===== config.mk =====
export PLATFORM = sky130hd
export DESIGN_NAME = window_scan_ctrl
export DESIGN_NICKNAME = d
export VERILOG_FILES = /design/src/rtl/sobel_pkg.sv /design/src/rtl/window_addr_gen.sv /design/src/rtl/window_scan_ctrl.sv
export SDC_FILE = /design/constraint.sdc
export NUM_CORES = 1
export LEC_CHECK = 0
export BUFFER_PORTS_ARGS = -buffer_cell sky130_fd_sc_hd__buf_2
export CAP_MARGIN = 0
export CORE_UTILIZATION = 62
export DETAILED_ROUTE_END_ITERATION = 8
export GPL_TIMING_DRIVEN = 0
export HOLD_SLACK_MARGIN = 0.03
export PLACE_DENSITY = 0.82
export SLEW_MARGIN = 0
export SYNTH_ARGS = -nofsm -noshare
export SYNTH_HDL_FRONTEND = slang
export SYNTH_SLANG_ARGS = --single-unit

===== constraint.sdc =====
create_clock -name clk -period 4.1 [get_ports clk]
set_input_delay 0.615 -clock clk [delete_from_list [all_inputs] [get_ports clk]]
set_output_delay 0.615 -clock clk [all_outputs]
set_load 0.01 [all_outputs]

===== src/rtl/sobel_pkg.sv =====
// Shared types and constants for the Sobel window scan path.
package sobel_pkg;

  // Shift command encoding understood by windowBuffer.
  typedef enum logic [1:0] {
    DIR_NONE  = 2'b00,
    DIR_RIGHT = 2'b01,
    DIR_DOWN  = 2'b10,
    DIR_LEFT  = 2'b11
  } shift_dir_t;

  // Top-level scan sequencer states.
  typedef enum logic [2:0] {
    ST_IDLE,
    ST_FILL,
    ST_PRESENT,
    ST_SHIFT,
    ST_EDGE,
    ST_DONE
  } scan_state_t;

  // Kind of read burst the address generator is currently walking.
  //   RD_FILL : full 3x3 load, slots 0..8
  //   RD_COL  : one new column (after a left/right shift), slot step 3
  //   RD_ROW  : one new row (after a down shift), slot step 1
  typedef enum logic [1:0] {
    RD_FILL,
    RD_COL,
    RD_ROW
  } rd_mode_t;

  // Window slots, row-major, 0 = top-left.
  localparam logic [3:0] SLOT_TL = 4'd0;
  localparam logic [3:0] SLOT_TC = 4'd1;
  localparam logic [3:0] SLOT_TR = 4'd2;
  localparam logic [3:0] SLOT_ML = 4'd3;
  localparam logic [3:0] SLOT_MC = 4'd4;
  localparam logic [3:0] SLOT_MR = 4'd5;
  localparam logic [3:0] SLOT_BL = 4'd6;
  localparam logic [3:0] SLOT_BC = 4'd7;
  localparam logic [3:0] SLOT_BR = 4'd8;

endpackage


===== src/rtl/window_addr_gen.sv =====
// Tracks the window centre and walks the pixel addresses / window slots
// needed to fill or refresh the 3x3 window. Row bases are kept as running
// sums so no multiplier is needed for row*IMG_W.
module window_addr_gen
  import sobel_pkg::*;
#(
  parameter int IMG_W  = 16,
  parameter int IMG_H  = 16,
  parameter int ADDR_W = 16
) (
  input  logic              clk,
  input  logic              rst,
  input  logic              init,
  input  logic              advance,
  input  logic              move,
  output logic [ADDR_W-1:0] rd_addr,
  output logic [3:0]        buf_idx,
  output logic [ADDR_W-1:0] centre_row,
  output logic [ADDR_W-1:0] centre_col,
  output logic              last_read,
  output logic              last_window,
  output shift_dir_t        next_dir
);

  localparam logic [ADDR_W-1:0] ROW_STEP = ADDR_W'(IMG_W);
  localparam logic [ADDR_W-1:0] LAST_COL = ADDR_W'(IMG_W - 2);
  localparam logic [ADDR_W-1:0] LAST_ROW = ADDR_W'(IMG_H - 2);
  localparam logic [ADDR_W-1:0] ONE      = ADDR_W'(1);
  localparam logic [ADDR_W-1:0] TWO      = ADDR_W'(2);

  logic [ADDR_W-1:0] centre_base;
  logic [ADDR_W-1:0] rd_row_base;
  logic [ADDR_W-1:0] rd_col;
  logic [3:0]        slot;
  logic [1:0]        sub;
  rd_mode_t          mode;
  logic              moving_right;
  logic              row_end;

  assign rd_addr = rd_row_base + rd_col;
  assign buf_idx = slot;

  // Serpentine decision: odd centre rows run right, even rows run left,
  // and the row end turns the scan downward.
  always_comb begin
    moving_right = centre_row[0];
    row_end      = moving_right ? (centre_col == LAST_COL) : (centre_col == ONE);
    if (row_end) begin
      next_dir = DIR_DOWN;
    end else if (moving_right) begin
      next_dir = DIR_RIGHT;
    end else begin
      next_dir = DIR_LEFT;
    end
    last_window = row_end && (centre_row == LAST_ROW);
    last_read   = (mode == RD_FILL) ? (slot == SLOT_BR) : (sub == 2'd2);
  end

  // Centre position and read cursor; a move updates the centre and loads
  // the cursor for the pixels that just entered the window.
  always_ff @(posedge clk or posedge rst) begin
    if (rst) begin
      centre_row  <= ONE;
      centre_col  <= ONE;
      centre_base <= ROW_STEP;
      rd_row_base <= '0;
      rd_col      <= '0;
      slot        <= SLOT_TL;
      sub         <= 2'd0;
      mode        <= RD_FILL;
    end else if (init) begin
      centre_row  <= ONE;
      centre_col  <= ONE;
      centre_base <= ROW_STEP;
      rd_row_base <= '0;
      rd_col      <= '0;
      slot        <= SLOT_TL;
      sub         <= 2'd0;
      mode        <= RD_FILL;
    end else if (move) begin
      sub <= 2'd0;
      case (next_dir)
        DIR_RIGHT: begin
          centre_col  <= centre_col + ONE;
          rd_row_base <= centre_base - ROW_STEP;
          rd_col      <= centre_col + TWO;
          slot        <= SLOT_TR;
          mode        <= RD_COL;
        end
        DIR_LEFT: begin
          centre_col  <= centre_col - ONE;
          rd_row_base <= centre_base - ROW_STEP;
          rd_col      <= centre_col - TWO;
          slot        <= SLOT_TL;
          mode        <= RD_COL;
        end
        DIR_DOWN: begin
          centre_row  <= centre_row + ONE;
          centre_base <= centre_base + ROW_STEP;
          rd_row_base <= centre_base + ROW_STEP + ROW_STEP;
          rd_col      <= centre_col - ONE;
          slot        <= SLOT_BL;
          mode        <= RD_ROW;
        end
        default: begin
          mode <= mode;
        end
      endcase
    end else if (advance) begin
      case (mode)
        RD_FILL: begin
          slot <= slot + 4'd1;
          if (sub == 2'd2) begin
            sub         <= 2'd0;
            rd_col      <= rd_col - TWO;
            rd_row_base <= rd_row_base + ROW_STEP;
          end else begin
            sub    <= sub + 2'd1;
            rd_col <= rd_col + ONE;
          end
        end
        RD_COL: begin
          sub         <= sub + 2'd1;
          slot        <= slot + 4'd3;
          rd_row_base <= rd_row_base + ROW_STEP;
        end
        default: begin
          sub    <= sub + 2'd1;
          slot   <= slot + 4'd1;
          rd_col <= rd_col + ONE;
        end
      endcase
    end
  end

endmodule


===== src/rtl/window_scan_ctrl.sv =====
// Sequencer for the 3x3 windowBuffer: fills the window, presents it to the
// Sobel stage, then shifts and refreshes the entering edge in serpentine
// order until the last window of the frame has been consumed.
module window_scan_ctrl
  import sobel_pkg::*;
#(
  parameter int IMG_W  = 16,
  parameter int IMG_H  = 16,
  parameter int ADDR_W = 16
) (
  input  logic              clk,
  input  logic              rst,
  input  logic              start,
  input  logic              read_done,
  input  logic              shift_done,
  output logic              start_read,
  output logic              start_shift,
  output logic [1:0]        shift_direc,
  output logic [ADDR_W-1:0] rd_addr,
  output logic [3:0]        buf_idx,
  output logic              win_valid,
  input  logic              win_ack,
  output logic [ADDR_W-1:0] win_row,
  output logic [ADDR_W-1:0] win_col,
  output logic              busy,
  output logic              done
);

  scan_state_t       state;
  scan_state_t       next_state;
  logic              pending;
  logic              pend_clr;
  logic              reading;
  shift_dir_t        dir_sel;
  logic              gen_init;
  logic              gen_advance;
  logic              gen_move;
  logic [ADDR_W-1:0] gen_addr;
  logic [3:0]        gen_slot;
  logic [ADDR_W-1:0] gen_row;
  logic [ADDR_W-1:0] gen_col;
  logic              gen_last_read;
  logic              gen_last_window;
  shift_dir_t        gen_next_dir;

  window_addr_gen #(
    .IMG_W  (IMG_W),
    .IMG_H  (IMG_H),
    .ADDR_W (ADDR_W)
  ) u_addr_gen (
    .clk         (clk),
    .rst         (rst),
    .init        (gen_init),
    .advance     (gen_advance),
    .move        (gen_move),
    .rd_addr     (gen_addr),
    .buf_idx     (gen_slot),
    .centre_row  (gen_row),
    .centre_col  (gen_col),
    .last_read   (gen_last_read),
    .last_window (gen_last_window),
    .next_dir    (gen_next_dir)
  );

  // Address, slot, direction and centre are only driven while they mean
  // something, so idle and reset present all-zero outputs.
  assign rd_addr     = reading   ? gen_addr : '0;
  assign buf_idx     = reading   ? gen_slot : 4'd0;
  assign win_row     = win_valid ? gen_row  : '0;
  assign win_col     = win_valid ? gen_col  : '0;
  assign shift_direc = dir_sel;
  assign busy        = (state != ST_IDLE);

  // State register.
  always_ff @(posedge clk or posedge rst) begin
    if (rst) begin
      state <= ST_IDLE;
    end else begin
      state <= next_state;
    end
  end

  // One outstanding windowBuffer request at a time; set by the request
  // pulse, cleared by the matching completion.
  always_ff @(posedge clk or posedge rst) begin
    if (rst) begin
      pending <= 1'b0;
    end else if (pend_clr) begin
      pending <= 1'b0;
    end else if (start_read || start_shift) begin
      pending <= 1'b1;
    end
  end

  // Next-state and handshake outputs.
  always_comb begin
    next_state  = state;
    start_read  = 1'b0;
    start_shift = 1'b0;
    dir_sel     = DIR_NONE;
    win_valid   = 1'b0;
    done        = 1'b0;
    gen_init    = 1'b0;
    gen_advance = 1'b0;
    gen_move    = 1'b0;
    pend_clr    = 1'b0;
    reading     = 1'b0;
    unique case (state)
      ST_IDLE: begin
        if (start) begin
          gen_init   = 1'b1;
          next_state = ST_FILL;
        end
      end
      ST_FILL, ST_EDGE: begin
        reading    = 1'b1;
        start_read = !pending;
        if (pending && read_done) begin
          pend_clr    = 1'b1;
          gen_advance = 1'b1;
          if (gen_last_read) begin
            next_state = ST_PRESENT;
          end
        end
      end
      ST_PRESENT: begin
        win_valid = 1'b1;
        if (win_ack) begin
          next_state = gen_last_window ? ST_DONE : ST_SHIFT;
        end
      end
      ST_SHIFT: begin
        dir_sel     = gen_next_dir;
        start_shift = !pending;
        if (pending && shift_done) begin
          pend_clr   = 1'b1;
          gen_move   = 1'b1;
          next_state = ST_EDGE;
        end
      end
      ST_DONE: begin
        done       = 1'b1;
        next_state = ST_IDLE;
      end
      default: begin
        next_state = ST_IDLE;
      end
    endcase
  end

endmodule


Yosys cells after proc, flatten, opt, wreduce, memory -nomap -nowiden
Cells that the tools add are included.
Storage, ports and cells
  logic and storage cells: 136
  output and inout port bits: 59
  register bits: 92
  input bits: 6
Cells by class
  reduce and logical (&&, ||, !) cells: 24
  equal/unequal tests: 23
  mux-type cells: 64
  add/sub/neg operators: 15
Operators by type and width (number)
  16-bit two-way mux: 19
  16-bit one-hot mux with 2 select lines: 4
  16-bit by 1-bit adder with 16-bit output (second input constant): 3
  16-bit by 5-bit adder with 16-bit output (second input constant): 3
  16-bit one-hot mux with 3 select lines: 1
  16-bit by 4-bit equality test with 1-bit output (second input constant): 2
  16-bit by 2-bit subtractor with 16-bit output (second input constant): 2
  2-bit two-way mux: 10
  4-bit two-way mux: 5
  3-bit two-way mux: 6
  16-bit adder: 1
  16-bit by 2-bit adder with 16-bit output (second input constant): 1
  16-bit by 1-bit equality test with 1-bit output (second input constant): 1
  16-bit by 1-bit subtractor with 16-bit output (second input constant): 1
  16-bit by 5-bit subtractor with 16-bit output (second input constant): 1
  1-bit two-way mux: 15
  3-bit one-hot mux with 4 select lines: 1
  4-bit one-hot mux with 3 select lines: 1
  3-bit nonzero test: 4
  2-bit != test (second input constant): 5
  2-bit AND reduction: 4
  2-bit equality test (second input constant): 3
  3-bit by 2-bit equality test with 1-bit output (second input constant): 2
  3-bit equality test (second input constant): 2
  other kinds (23): 29

Depth between registers and ports, before layout
  depth after elaboration: 8
  depth in mapped cells: 16
  mapped depth without buffers: 12

Cells and area by module
A second synthesis with hierarchy kept.
Unflattened totals
  cell total of the unflattened synthesis: 950
  area total of the unflattened synthesis: 7611.0 um^2
Modules (own cells, without submodules)
  window_addr_gen: times used 1, seq. area each 2030.7 um^2, cells each 844, area each 6909.1 um^2
  window_scan_ctrl: times used 1, seq. area each 100.1 um^2, cells each 106, area each 701.9 um^2

Worst setup path after synthesis
No wires, ideal clock.
  path type: register to register
  start point: reg u_addr_gen.centre_col[11]
  end point: reg u_addr_gen.rd_col[15]
  library setup time: 129 ps
  cell stages (with the launch flop): 15
  slack: 660 ps
  data arrival time: 3312 ps
  clock period less this slack: 3440 ps
  path buffers: 3
  cells stage by stage: dfrtp_1 buf_2 nor4_4 and4b_4 a31o_1 buf_6 inv_4 buf_2 ha_1 or4_1 o22ai_1 o311ai_1 xor2_1 o2111ai_1 nand3_1
Between the ends
  cells in the longest elaborated chain, start to end: 7
RTL lines
  from (decl): RTL line window_addr_gen.sv:19  | output logic [ADDR_W-1:0] centre_col,
  from (signal assigned): RTL line window_addr_gen.sv:84  | centre_col <= centre_col + ONE;
  from (signal assigned): RTL line window_addr_gen.sv:91  | centre_col <= centre_col - ONE;
  parallel branches: the longest is 7 deep, another holds 16-bit by 1-bit subtractor with 16-bit output
  to (signal assigned): RTL line window_addr_gen.sv:86  | rd_col <= centre_col + TWO;
  to (signal assigned): RTL line window_addr_gen.sv:93  | rd_col <= centre_col - TWO;
  to (signal assigned): RTL line window_addr_gen.sv:101  | rd_col <= centre_col - ONE;
  to (decl): RTL line window_addr_gen.sv:33  | logic [ADDR_W-1:0] rd_col;
Several ways; the timed one is not identified.
A chain may end at the register's enable or synchronous reset.

Final worst setup path
  start point: reg u_addr_gen.rd_col[0]
  end point: out rd_addr[14]
Between the ends
  cells in the longest elaborated chain, start to end: 2
RTL lines
  16-bit adder: RTL line window_addr_gen.sv:40  | assign rd_addr = rd_row_base + rd_col;
  16-bit two-way mux: RTL line window_scan_ctrl.sv:67  | assign rd_addr = reading ? gen_addr : '0;
  to (decl): RTL line window_scan_ctrl.sv:19  | output logic [ADDR_W-1:0] rd_addr,
Every way passes these cells.

==> out/results.txt <==
The flow ran to the end, and the final reports show no timing, DRC or antenna violations. From left edge to right edge, the die measures 115 µm. Power spread over the standard cell area amounts to 454 nW/µm². The most used flip-flop cell after synthesis is dfrtp_1.

After synthesis, the mean cell area works out to 7.76 µm². The floorplan step set the die height to 115 µm. For the total of max-cap violations, the log shows 0. The first detailed-routing pass ran for 5 iterations.

Buffers inserted to repair hold after CTS numbered 0. The run gives 3 as the CTS H-tree depth. Setup repair after global routing left no endpoint under its margin. In the final routed layout, each cell accounts on average for 17.8 µm.

Worst min-delay path class: input port to async pin. For the antenna diode count, the log shows 0. The area used by multi-input combinational logic was 5350 µm²; the maximum root-to-sink buffer count was 2. The HPWL after detailed placement is 16600 µm. The clock edge transition at the registers on the reported setup and hold paths is 0.07 ns. The worst path in the final design needs a cycle of 3.74 ns, including I/O delays and setup. Max-slew violation count: 0. TritonCTS built the clock tree. For the total routed wirelength, the log shows 22500 µm.

The category of the critical setup timing path is flop to output port. The cell count after synthesis came out at 1011. The wire length of the first global-routing pass was 36500 µm; the placeable core region was 12200 µm². The clock net sink count was 85.

For the worst setup path, the data arrival time is 3.12 ns. Entering global routing, the biggest net connects 61 pins. After synthesis, the most frequently instantiated cells are 114 x nor2_1, 89 x nand2_1, 82 x dfrtp_1. Across the VDD grid, the largest voltage drop is 261 µV.

The logs give 1062 for the number of nets produced by synthesis and 3.98 nW for the leakage component of the power. The remaining max-slew budget at the tightest pin came out at 39.3%. Of the post-synthesis cell area, the dominant cell type holds 26.1%.

The tools report the post-synthesis instance area as 7850 µm². The number of gates resized after CTS was 0. After synthesis, the cell types taking the most area are dfrtp_1 26%, ha_1 6.7%, nor2_1 5.5%, xor2_1 4.8%, nand2_1 4.3%. The later pin in the worst-skew pair is clocked with a latency of 0.35 ns.

For this run the aggregate overflow at the end of global routing stands at 0. The critical path required time was 3.48 ns; the via count of the first global-routing pass was 7378. The hold violation count in the final report came out at 0. nor2_1 is the most common cell in the netlist.

The die covers 13100 µm². For this run, the number of Yosys warnings is 0. The logs give 0.965 for the routability congestion estimate and 64.5% for the initial cell density of the core. The CTS root buffer is clkbuf_16. Fill cells in the final layout number 979. The final setup violation count was 0.

Registers take 2130 µm². Sequential cells were found to cover 27.2% of the synthesized design area. The slowest stage of the critical path belongs to the cell dfrtp_1. The post-detailed-route via-to-cell ratio is 6.44. The distinct cell type count of the synthesized netlist was 81.

The tools report the remaining routing DRC violations as 0. The number of antenna violations at the first check in global routing was 0; the actual slew at the worst max-slew pin was 0.907 ns. The synthesized design contains 0 enable-type register cells. Adding up every negative setup slack in the final design gives 0 ns. Of the cells placed in the final design, the portion with a size suffix greater than 1 is 11.5%. Timing would allow up to 267 MHz. The remaining antenna violation count after routing was 0.

The post-CTS setup buffer count is 0. The first routing iteration left 804 violations. Across all layers, the routed design uses 8112 vias. During placement, the flow inserted port buffers numbering 64.

Pin placement for this block handled 65 I/O pins. Walking the worst path, the cells encountered are ha_1 > fa_1 > a21o_1 > a211oi_1 > o21ai_0 > a221o_1 > a31oi_1 > xor2_1 > nor2_1 > buf_2. STA classifies the critical path startpoint as a flop. The initialized floorplan defines 40 standard-cell rows. Of all flip-flops after synthesis, the portion carrying an async set or reset was 100%. On the worst path, the slowest cell contributes a delay of 0.46 ns. In this run, synthesis produced a sequential element count of 85. In this run, CTS created clock tree buffers numbering 9. Final worst hold slack: 0.246 ns.

The tools report the capturing element type of the critical path as an output port. At the end of the flow, the number of nets in the layout was 1137. In the finished design, the share of the clock period the worst path needs comes to 91.2%. Of all cell types, the one taking the most synthesized area is dfrtp_1.

In this run the worst path has a maximum fanout of 6. The overall routing resource usage came out at 35.6%. Worst clock skew: 0.00754 ns. The area growth from synthesis to layout is 11.1%.
-- where the power goes --
part	internal (mW)	switching, mW
Sequential	0.971	0.237
Combinational	0.669	1.21
Clock	0.494	0.373
Total	2.13	1.82
-- cells in the final DEF (no fill, tap or decap), drive strengths merged, types with 12 or more instances in the layout --
| cell | instances |
|---|---|
| nor2 | 116 |
| nand2 | 89 |
| buf | 86 |
| dfrtp | 82 |
| o21ai | 75 |
| a21oi | 59 |
| clkbuf | 49 |
| xor2 | 43 |
| ha | 42 |
| nand3 | 41 |
| and2 | 40 |
| xnor2 | 36 |
| nor3 | 30 |
| and3 | 29 |
| inv | 27 |
| nand4 | 23 |
| a31oi | 22 |
| nor4 | 16 |
| a21o | 12 |
-- metal layers --
layer	vias up	track usage, %	part of all wire [%]
met1	3801	46.8	43
met3	65	6.25	8.7
met5	-	0	0
met4	0	20.3	4.6
met2	408	55.4	44
li1	3838	-	-
-- area by class of cell --
cell class	instances	share of cell area (%)
clock inverters	6	0.818
plain buffers	60	3.06
repair buffers	65	3.99
well taps	168	2.41
flip-flops and latches	85	24.4
inverters	26	1.18
clock buffers	10	2.74
multi-input cells	839	61.4
-- stage by stage --
| step | setup slack (ns) | total power [mW] | instance area (µm²) | instances | utilization, % |
|---|---|---|---|---|---|
| 3_5_place_dp | 0.211 | 3.04 | 8410 | 1244 | 69.1 |
| 4_1_cts | 0.168 | 3.91 | 8720 | 1260 | 71.7 |
| 3_3_place_gp | 0.211 | 2.98 | 8380 | 1243 | 68.9 |
| 2_1_floorplan | 0.660 | 2.47 | 7850 | 1011 | - |
| 6_report | 0.361 | 3.96 | 8720 | 1259 | 71.7 |
| 5_1_grt | 0.171 | 4.19 | 8720 | 1259 | 71.7 |
-- cells by family (layout without fill, tap and decap cells) --
family / after synthesis / after routing / synth area share, %
flops: 85 / 85 / 27.2
xor+xnor: 79 / 79 / 8.82
simple gates: 437 / 437 / 28.6
mux: 7 / 7 / 0.925
fa+ha+maj: 45 / 45 / 7.46
compound gates: 271 / 271 / 22.3
buf+inv: 87 / 167 / 4.74
-- sequential cells by signal (all words and copies together) (netlist names) --
signal / count
u_addr_gen.mode: 2
u_addr_gen.buf_idx: 4
u_addr_gen.rd_row_base: 13
u_addr_gen.centre_row: 16
pending: 1
u_addr_gen.centre_base: 12
u_addr_gen.sub: 2
u_addr_gen.centre_col: 16
state: 3
u_addr_gen.rd_col: 16
-- path summary, 6_finish.rpt --
kind	from	slack (ns)	cells past startpoint	endpoint
max	u_addr_gen.rd_col[0]$_DFFE_PP0P_	0.36	10	rd_addr[14]
min	rst	0.25	2	u_addr_gen.centre_row[5]$_DFFE_PP0P_
max reg2reg	u_addr_gen.centre_col[5]$_DFFE_PP0P_	0.37	14	u_addr_gen.rd_col[15]$_DFFE_PP0P_
min reg2reg	u_addr_gen.sub[1]$_DFFE_PP0P_	0.53	1	u_addr_gen.sub[1]$_DFFE_PP0P_
max in group asynchronous	rst	3.20	3	u_addr_gen.centre_col[0]$_DFFE_PP1P_
min in group clk	u_addr_gen.sub[1]$_DFFE_PP0P_	0.53	1	u_addr_gen.sub[1]$_DFFE_PP0P_
-- critical path: cells and delay by family (launching register included) --
kind                     cells  cell delay [ns]
AO/OA/AOI/OAI                5             1.27
AND/OR/NAND/NOR              1             0.05
buffers and inverters        1             0.15
XOR/XNOR                     1             0.18
flip-flops                   1             0.46
adder cells (fa/ha/maj)      2             0.66
(Power assumes the default switching activity.)
